**config.mk**
```make
export PLATFORM = sky130hd
export DESIGN_NAME = enemy_update_scheduler
export DESIGN_NICKNAME = d
export VERILOG_FILES = /design/src/rtl/enemy_update_scheduler.sv
export SDC_FILE = /design/constraint.sdc
export NUM_CORES = 1
export LEC_CHECK = 0
export CORE_MARGIN = 2
export CORE_UTILIZATION = 45
export DETAILED_ROUTE_END_ITERATION = 10
export PLACE_DENSITY = 0.7
export SETUP_SLACK_MARGIN = 0.1
export SYNTH_ARGS = -nofsm -noshare
export SYNTH_HDL_FRONTEND = slang
export SYNTH_SLANG_ARGS = --single-unit
```
**constraint.sdc**
```tcl
create_clock -name clk -period 4.32 [get_ports clk]
set_input_delay 0.864 -clock clk [delete_from_list [all_inputs] [get_ports clk]]
set_output_delay 0.864 -clock clk [all_outputs]
set_load 0.01 [all_outputs]
```
**src/rtl/enemy_update_scheduler.sv**
```systemverilog
// rtl/enemy_update_scheduler.sv - per-tick erase/update/redraw sequencer for enemy sprites (optional watchdog: ENEMY_SCHED_TIMEOUT_EN)
module enemy_update_scheduler #(
    parameter int          N_ENEMY   = 2,
    parameter int          SPRITE_W  = 4,
    parameter int          SPRITE_H  = 4,
    parameter logic [2:0]  BG_COLOUR = 3'b000,
    parameter logic [19:0] TIMEOUT   = 20'd500000
) (
    input  logic                   clk,
    input  logic                   reset,
    input  logic                   start,
    input  logic                   space_pressed,
    output logic [N_ENEMY-1:0]     update_req,
    input  logic [N_ENEMY-1:0]     update_done,
    input  logic [8*N_ENEMY-1:0]   enemy_x,
    input  logic [7*N_ENEMY-1:0]   enemy_y,
    input  logic [3*N_ENEMY-1:0]   enemy_colour,
    output logic [7:0]             vga_x,
    output logic [6:0]             vga_y,
    output logic [2:0]             vga_colour,
    output logic                   plot,
    output logic                   frame_done,
    output logic                   busy
`ifdef ENEMY_SCHED_TIMEOUT_EN
    ,
    output logic                   timeout_err
`endif
);

    localparam int SW = (N_ENEMY > 1) ? $clog2(N_ENEMY) : 1;
    localparam logic [SW-1:0] SLOT_LAST = SW'(N_ENEMY - 1);
    localparam logic [4:0]    DX_LAST   = 5'(SPRITE_W - 1);
    localparam logic [4:0]    DY_LAST   = 5'(SPRITE_H - 1);

    typedef enum logic [2:0] {
        S_IDLE, S_LATCH, S_ERASE, S_UPDATE, S_DRAW, S_NEXT
    } state_t;

    state_t               state_q, state_d;
    logic [SW-1:0]        slot_q, slot_d;
    logic [4:0]           dx_q, dx_d, dy_q, dy_d;
    logic [7:0]           old_x_q, old_x_d, new_x_q, new_x_d;
    logic [6:0]           old_y_q, old_y_d, new_y_q, new_y_d;
    logic [N_ENEMY-1:0]   update_req_q, update_req_d;
    logic [7:0]           vga_x_q, vga_x_d;
    logic [6:0]           vga_y_q, vga_y_d;
    logic [2:0]           vga_colour_q, vga_colour_d;
    logic                 plot_q, plot_d;
    logic                 frame_done_q, frame_done_d;
`ifdef ENEMY_SCHED_TIMEOUT_EN
    logic [19:0]          wd_q, wd_d;
    logic                 timeout_err_q, timeout_err_d;
`endif

    // Current slot's bus fields and the sweep pixel address in widened arithmetic
    logic [7:0]  cur_x;
    logic [6:0]  cur_y;
    logic [2:0]  cur_colour;
    logic [7:0]  base_x;
    logic [6:0]  base_y;
    logic [8:0]  pix_x;
    logic [7:0]  pix_y;
    logic        pix_visible, sweep_last;

    // Slot field selection and clipping of the pixel under the sweep counter
    always_comb begin
        cur_x       = enemy_x[{slot_q, 3'b000} +: 8];
        cur_y       = enemy_y[int'(slot_q) * 7 +: 7];
        cur_colour  = enemy_colour[int'(slot_q) * 3 +: 3];
        base_x      = (state_q == S_DRAW) ? new_x_q : old_x_q;
        base_y      = (state_q == S_DRAW) ? new_y_q : old_y_q;
        pix_x       = {1'b0, base_x} + {4'b0000, dx_q};
        pix_y       = {1'b0, base_y} + {3'b000, dy_q};
        pix_visible = (pix_x <= 9'd159) && (pix_y <= 8'd119);
        sweep_last  = (dx_q == DX_LAST) && (dy_q == DY_LAST);
    end

    // Next-state and registered-output logic; space_pressed overrides everything
    always_comb begin
        state_d      = state_q;
        slot_d       = slot_q;
        dx_d         = dx_q;
        dy_d         = dy_q;
        old_x_d      = old_x_q;
        old_y_d      = old_y_q;
        new_x_d      = new_x_q;
        new_y_d      = new_y_q;
        update_req_d = update_req_q;
        vga_x_d      = vga_x_q;
        vga_y_d      = vga_y_q;
        vga_colour_d = vga_colour_q;
        plot_d       = 1'b0;
        frame_done_d = 1'b0;
`ifdef ENEMY_SCHED_TIMEOUT_EN
        wd_d          = wd_q;
        timeout_err_d = timeout_err_q;
`endif
        case (state_q)
            S_IDLE: begin
                if (start) state_d = S_LATCH;
            end
            S_LATCH: begin
                old_x_d = cur_x;
                old_y_d = cur_y;
                dx_d    = '0;
                dy_d    = '0;
                state_d = S_ERASE;
            end
            S_ERASE, S_DRAW: begin
                if (pix_visible) begin
                    plot_d       = 1'b1;
                    vga_x_d      = pix_x[7:0];
                    vga_y_d      = pix_y[6:0];
                    vga_colour_d = (state_q == S_DRAW) ? cur_colour : BG_COLOUR;
                end
                if (dx_q == DX_LAST) begin
                    dx_d = '0;
                    dy_d = dy_q + 5'd1;
                end else begin
                    dx_d = dx_q + 5'd1;
                end
                if (sweep_last) begin
                    dx_d = '0;
                    dy_d = '0;
                    if (state_q == S_ERASE) begin
                        state_d              = S_UPDATE;
                        update_req_d         = '0;
                        update_req_d[slot_q] = 1'b1;
`ifdef ENEMY_SCHED_TIMEOUT_EN
                        wd_d = '0;
`endif
                    end else begin
                        state_d = S_NEXT;
                    end
                end
            end
            S_UPDATE: begin
                if (update_req_q[slot_q] && update_done[slot_q]) begin
                    new_x_d      = cur_x;
                    new_y_d      = cur_y;
                    update_req_d = '0;
                    state_d      = S_DRAW;
                end
`ifdef ENEMY_SCHED_TIMEOUT_EN
                else if (wd_q == TIMEOUT - 20'd1) begin
                    new_x_d       = old_x_q;
                    new_y_d       = old_y_q;
                    update_req_d  = '0;
                    timeout_err_d = 1'b1;
                    state_d       = S_DRAW;
                end else begin
                    wd_d = wd_q + 20'd1;
                end
`endif
            end
            S_NEXT: begin
                if (slot_q == SLOT_LAST) begin
                    slot_d       = '0;
                    frame_done_d = 1'b1;
                    state_d      = start ? S_LATCH : S_IDLE;
                end else begin
                    slot_d  = slot_q + SW'(1);
                    state_d = S_LATCH;
                end
            end
            default: state_d = S_IDLE;
        endcase

        if (space_pressed) begin
            state_d      = S_IDLE;
            slot_d       = '0;
            dx_d         = '0;
            dy_d         = '0;
            update_req_d = '0;
            plot_d       = 1'b0;
            frame_done_d = 1'b0;
`ifdef ENEMY_SCHED_TIMEOUT_EN
            wd_d          = '0;
            timeout_err_d = 1'b0;
`endif
        end
    end

    // State and output registers, cleared asynchronously
    always_ff @(posedge clk or negedge reset) begin
        if (!reset) begin
            state_q      <= S_IDLE;
            slot_q       <= '0;
            dx_q         <= '0;
            dy_q         <= '0;
            old_x_q      <= '0;
            old_y_q      <= '0;
            new_x_q      <= '0;
            new_y_q      <= '0;
            update_req_q <= '0;
            vga_x_q      <= '0;
            vga_y_q      <= '0;
            vga_colour_q <= '0;
            plot_q       <= 1'b0;
            frame_done_q <= 1'b0;
`ifdef ENEMY_SCHED_TIMEOUT_EN
            wd_q          <= '0;
            timeout_err_q <= 1'b0;
`endif
        end else begin
            state_q      <= state_d;
            slot_q       <= slot_d;
            dx_q         <= dx_d;
            dy_q         <= dy_d;
            old_x_q      <= old_x_d;
            old_y_q      <= old_y_d;
            new_x_q      <= new_x_d;
            new_y_q      <= new_y_d;
            update_req_q <= update_req_d;
            vga_x_q      <= vga_x_d;
            vga_y_q      <= vga_y_d;
            vga_colour_q <= vga_colour_d;
            plot_q       <= plot_d;
            frame_done_q <= frame_done_d;
`ifdef ENEMY_SCHED_TIMEOUT_EN
            wd_q          <= wd_d;
            timeout_err_q <= timeout_err_d;
`endif
        end
    end

    assign update_req = update_req_q;
    assign vga_x      = vga_x_q;
    assign vga_y      = vga_y_q;
    assign vga_colour = vga_colour_q;
    assign plot       = plot_q;
    assign frame_done = frame_done_q;
    assign busy       = (state_q != S_IDLE);
`ifdef ENEMY_SCHED_TIMEOUT_EN
    assign timeout_err = timeout_err_q;
`endif

endmodule

```
# --- Word level (Yosys, flattened, before mapping) ---
# Cells that the tools add are included.
classes:
  addsub: 5
  mul: 2
  magnitude_cmp: 4
  n_eq_ne: 12
  shifts: 3
  n_mux: 39
  reduce_logical: 15
ops:
  columns: ["operator", "count"]
  rows:
  - ["5-bit 2-to-1 mux", 6]
  - ["5-bit case mux with 2 select lines", 2]
  - ["3-bit 2-to-1 mux", 6]
  - ["1-bit 2-to-1 mux", 16]
  - ["16-bit by 5-bit variable part select with 8-bit output", 1]
  - ["3-bit case mux with 5 select lines", 1]
  - ["14-bit by 5-bit variable part select with 7-bit output", 1]
  - ["3-bit != test (second input constant)", 4]
  - ["5-bit by 1-bit adder with 5-bit output (second input constant)", 2]
  - ["5-bit by 2-bit equality test with 1-bit output (second input constant)", 2]
  - ["8-bit by 5-bit adder with 9-bit output", 1]
  - ["9-bit by 8-bit <= comparator with 1-bit output (second input constant)", 1]
  - ["3-bit nonzero test", 3]
  - ["7-bit by 5-bit adder with 8-bit output", 1]
  - ["8-bit by 7-bit <= comparator with 1-bit output (second input constant)", 1]
  - ["2-bit 2-to-1 mux", 4]
  - ["8-bit 2-to-1 mux", 1]
  - ["7-bit 2-to-1 mux", 1]
  - ["3-bit by 2-bit equality test with 1-bit output (second input constant)", 2]
  - ["3-bit equality test (second input constant)", 2]
  - ["2-bit AND reduction", 3]
  - ["6-bit by 4-bit variable part select with 3-bit output", 1]
  - ["1-bit logical AND", 4]
  - ["1-bit by 3-bit multiplier with 4-bit output (second input constant)", 1]
  - ["13 further kinds", 13]
word_totals:
  register_bits: 66
  input_bits: 42
  output_inout_bits: 23
  wordCells: 94

# --- Logic depth before layout (Yosys ltp) ---
depth:
  ltp_word: 8
  mapped_depth: 15
  mapped_depth_nobuf: 12

# --- Least setup slack after synthesis ---
# OpenSTA, ideal clock, no wires.
synth_timing:
  path_kind: "register to register"
  start: "reg state_q[2]"
  end: "reg vga_colour_q[2] (netlist: vga_colour[2])"
  setup_ns: 0.127
  t_arrival_ns: 3.598
  required_ns: 4.193
  setup_slack_ns: 0.595
  path_stages_with_launch: 16
  n_path_buf: 3
  period_less_slack_ns: 3.725
  path_cell_list: "dfrtp_1 > or3b_4 > buf_6 > clkbuf_1 > nand2_1 > nand2_1 > ha_1 > inv_1 > fa_1 > and4b_1 > a211oi_1 > xor2_1 > o311ai_1 > o211ai_4 > buf_6 > mux2_1"
synth_between:
  elab_chain_len: 6
  elab_cells_between_ends: 12
  classes_between: "2 x add/sub; 2 x order compare; 2 x eq/ne; 3 x mux; 3 x reduce/logical"
synth_lines:
  columns: ["item", "line_no", "text"]
  rows:
  - ["start: declaration", "39", "state_t state_q, state_d;"]
  - ["start signal: assignment", "206", "state_q <= state_d;"]
  - ["3-bit equality test", null, null]
  - ["8-bit 2-to-1 mux / 7-bit 2-to-1 mux (equally long branches)", "70, 71", null]
  - ["8-bit by 5-bit adder with 9-bit output / 7-bit by 5-bit adder with 8-bit output (equally long branches)", "72, 73", null]
  - ["9-bit by 8-bit <= comparator with 1-bit output / 8-bit by 7-bit <= comparator with 1-bit output (equally long branches)", "74", "pix_visible = (pix_x <= 9'd159) && (pix_y <= 8'd119);"]
  - ["1-bit logical AND", "74", null]
  - ["2-bit AND reduction (no line)", null, null]
  - ["end signal: assignment", "217", "vga_colour_q <= vga_colour_d;"]
  - ["end: declaration", "47", "logic [2:0] vga_colour_q, vga_colour_d;"]
# Parallel ways exist; a longest one is shown, timed or not.
# A chain may end at the register's enable or synchronous reset.

# --- Final worst setup path ---
layout_timing:
  start: "reg state_q[1]"
  end: "reg vga_y_q[6] (netlist: vga_y[6])"
layout_between:
  elab_chain_len: 6
  elab_cells_between_ends: 11
  classes_between: "2 x add/sub; 2 x order compare; 2 x eq/ne; 2 x mux; 3 x reduce/logical"
layout_lines:
  columns: ["item", "line_no", "text"]
  rows:
  - ["3-bit equality test", "70, 71, 98", null]
  - ["8-bit 2-to-1 mux / 7-bit 2-to-1 mux (equally long branches)", "70, 71", null]
  - ["8-bit by 5-bit adder with 9-bit output / 7-bit by 5-bit adder with 8-bit output (equally long branches)", "72, 73", null]
  - ["9-bit by 8-bit <= comparator with 1-bit output / 8-bit by 7-bit <= comparator with 1-bit output (equally long branches)", "74", null]
  - ["1-bit logical AND", "74", null]
  - ["2-bit AND reduction (no line)", null, null]
  - ["end signal: assignment", "216", "vga_y_q <= vga_y_d;"]
  - ["end: declaration", "46", "logic [6:0] vga_y_q, vga_y_d;"]
# Parallel ways exist; a longest one is shown, timed or not.

==> flow_summary.toml <==
[synthesis]
synthesis.instances = 390
ys_types = 52
syn-num-nets = 447
ys_ff_latch = 66
synth_area_um2 = 3750
synth_edf_count = 0
yosysSeqAreaShare = 0.440
synth_warnings = 0
syn_avg_cell_area_um2 = 9.63
ys.flop_type = "dfrtp_1"
synth-async-reset-ratio = 1.00

[power_and_ir_drop]
pwr-share-seq = 0.349
p_sw_frac = 0.351
irDropWorstVdd_v = 0.000253
leakagePower_nw = 2.05
intPower_mw = 1.97
power_density_nw_per_um2 = 634
net-switching-power_mw = 1.06
p_comb_frac = 0.412
p_clk_frac = 0.239

[global_routing]
antenna_found_initial = 0
overflow = 0
grt.total_usage = 0.201
grt_max_degree = 35
grt_pass1_wl_um = 13900
grt_pass1_vias = 2859

[floorplanning]
core_region_area_um2 = 8130
dieArea_um2 = 9090
fp.dieH_um = 95.3
std_cell_rows = 33
io_pins = 65
die_w_um = 95.3
start_util = 0.462

[drt]
drtAntennaViolNets = 0
drtIter0Drc = 157
num_vias = 3099
wirelength_um = 8460
post-route-drc-count = 0
post_drt_wl_per_cell_um = 15.0
viasPerCell = 5.49
dr.pass1.iters = 4

[worst_setup_path]
cp-start-kind = "flip-flop"
crit_fanout = 21
worstPathArrival_ns = 4.08
r2r-start = "state_q[1]"
cp.required_ns = 4.54
critPathCaptureType = "flip-flop"
path_class = "reg2reg"
r2r-end = "vga_y[6]"
worst-r2r-cell-count = 12
reg2reg_setup_slack_ns = 0.46

[clocking]
cts_tree = "built"
hold_buffers = 0
cts_sinks = 66
cts-root-buf = "clkbuf_8"
clk_pin_slew_ns = 0.07
cts_max_level = 3
cts_setup_buffers = 0
cts_buffer_depth = 2
cts_buffers = 9
clk_latency_ns = 0.35

[sta]
fmax_mhz = 259
fin_crit_ns = 3.86
min_period_over_period = 0.894
fin_tns_setup_ns = 0
setup_viol = 0
hold_viol_final = 0
slew_viol_final = 0
rsz0062_at_grt = "false"
worstMarginPinSlew_ns = 1.11
finalClockSkew_ns = 0.00835
hold_slack_ns = 0.504
max_slew_margin = 0.256

[outcome]
status = "finished clean"

[layout]
utilization = 0.588
regArea_um2 = 1650
area_delta_synth_final_pct = 27.4
final_area_um2 = 4780
nets = 511
multiInputGateArea_um2 = 1990
drive_gt1_frac = 0.0893
antennaDiodeCount = 0
fin_cells = 564
num-fill-cells = 695

[place]
dp_hpwl_um = 6060
dp.cells = 548
gp_congestion = 0.842
placed_cell_area_um2 = 4490
port_buffers = 64

[worst_hold_path]
hp-class = "reg2reg"
holdPathStages = 1
holdPathEnd = "vga_x[4]"
hold_start = "vga_x[4]"

[job]
maxCapViolCount = 0
synthesized netlist by cell type (2+ instances only):
| master | count | area [um^2] |
|---|---|---|
| mux2_2 | 9 | 101 |
| a21oi_1 | 44 | 220 |
| nand4_1 | 3 | 18.8 |
| fa_1 | 2 | 40.0 |
| xnor2_1 | 11 | 96.3 |
| dfrtp_1 | 66 | 1650 |
| a31oi_1 | 5 | 31.3 |
| or3_1 | 3 | 18.8 |
| ha_1 | 13 | 163 |
| o31ai_1 | 4 | 30.0 |
| and2_1 | 2 | 12.5 |
| o41ai_1 | 2 | 17.5 |
| inv_1 | 13 | 48.8 |
| and3b_1 | 2 | 17.5 |
| o21a_1 | 2 | 15.0 |
| and3_1 | 2 | 12.5 |
| clkbuf_1 | 13 | 48.8 |
| o21ai_0 | 15 | 75.1 |
| a2bb2oi_1 | 2 | 17.5 |
| mux2_1 | 7 | 78.8 |
| a211oi_1 | 3 | 22.5 |
| a21boi_0 | 2 | 15.0 |
| nand2b_1 | 8 | 50.1 |
| a21o_1 | 4 | 30.0 |
| nand2_1 | 45 | 169 |
| mux2i_1 | 24 | 240 |
| nor2_1 | 42 | 158 |
| nor3_1 | 5 | 25.0 |
| nor2b_1 | 4 | 25.0 |
| buf_6 | 2 | 22.5 |
| nand3_1 | 6 | 30.0 |
| o21bai_1 | 2 | 15.0 |
| xor2_1 | 4 | 35.0 |
what timing repair did:
item                       in CTS  in global routing
hold endpoints to repair        0                  0
resized for setup               0                  1
setup endpoints to repair       0                 11
cells in the final DEF, fill, tap and decap left out, types with 3 or more instances in the layout:
cell type and n:
a21o_1 4, buf_4 5, or3_1 3, bufinv_16 4, mux2_1 7, o21ai_0 15, nand2_1 45, mux2_2 9
clkdlybuf4s50_1 63, a31oi_1 5, dfrtp_1 66, xnor2_1 11, nor2b_1 3, xor2_1 4, ha_1 13, o31ai_1 4
mux2i_1 24, a21oi_1 44, nor3_1 4, nor2_1 42, nand2b_1 8, nand3_1 6, inv_1 13, nand4_1 3
clkbuf_8 12, a211oi_1 3
per-layer routing:
layer  track usage  routed length [um]  up-vias
met1         0.283                3910     1481
met2         0.308                4000       97
met3        0.0348                 406       13
li1              -                   -     1508
met5             0                   0        -
met4        0.0785                 150        0
worst max-delay path: stages, from the launching register on:
cell and delay, ns:
dfrtp_1 0.51, or3b_4 0.59, nand2_1 0.12, nand2_1 0.06, ha_1 0.19, inv_1 0.07
fa_1 0.23, and4b_1 0.21, a211oi_1 0.44, xor2_1 0.15, o311ai_2 0.43, o211ai_4 0.32
mux2_1 0.40
sequential cells by signal (all words and copies together) (netlist names), 5 cells and up:
register / flops
new_x_q: 8
old_x_q: 8
vga_x: 8
new_y_q: 7
old_y_q: 7
vga_y: 7
dx_q: 5
dy_q: 5
stage by stage:
stage                     total power [mW]  setup slack, ns
after floorplan                       1.85            0.595
after global placement                2.26            0.486
after detailed placement              2.31            0.281
after CTS                             3.04            0.265
after global routing                  3.24            0.246
final                                 3.03            0.460
how the worst max path moves through the flow:
| stage | startpoint | endpoint | slack (ns) | cells after the start |
|---|---|---|---|---|
| 2_1_floorplan | state_q[2] | vga_colour[2] | 0.59 | 15 |
| 3_3_place_gp | state_q[1] | vga_x[4] | 0.49 | 12 |
| 3_5_place_dp | state_q[1] | vga_x[7] | 0.28 | 12 |
| 4_1_cts | state_q[1] | vga_x[7] | 0.26 | 12 |
| 5_1_grt | state_q[1] | vga_x[7] | 0.25 | 12 |
| 6_report | state_q[1] | vga_y[6] | 0.46 | 12 |
cells by family after synthesis:
logic type,synth area share
muxes,0.118
and+or+nand+nor,0.159
buffers and inverters,0.0330
adders and majority gates,0.0540
DFF,0.440
xor gates and xnor gates,0.0350
AOI/OAI and AO/OA,0.162
power by group through the flow:
stage	clock network [mW]	registers (mW)	logic [mW]
6_report	0.725	1.06	1.25
5_1_grt	0.762	1.09	1.39
4_1_cts	0.737	1.06	1.25
3_5_place_dp	0	1.07	1.24
3_3_place_gp	0	1.06	1.20
2_1_floorplan	0	1.05	0.794
cell type report:
cell class / instances / share of cell area
clock buffers: 12 / 0.0345
clock inverters: 4 / 0.0251
inverters: 13 / 0.0102
multi-input cells: 295 / 0.417
flip-flops and latches: 66 / 0.345
well taps: 105 / 0.0275
repair buffers: 69 / 0.141
(Power assumes the default switching activity.)
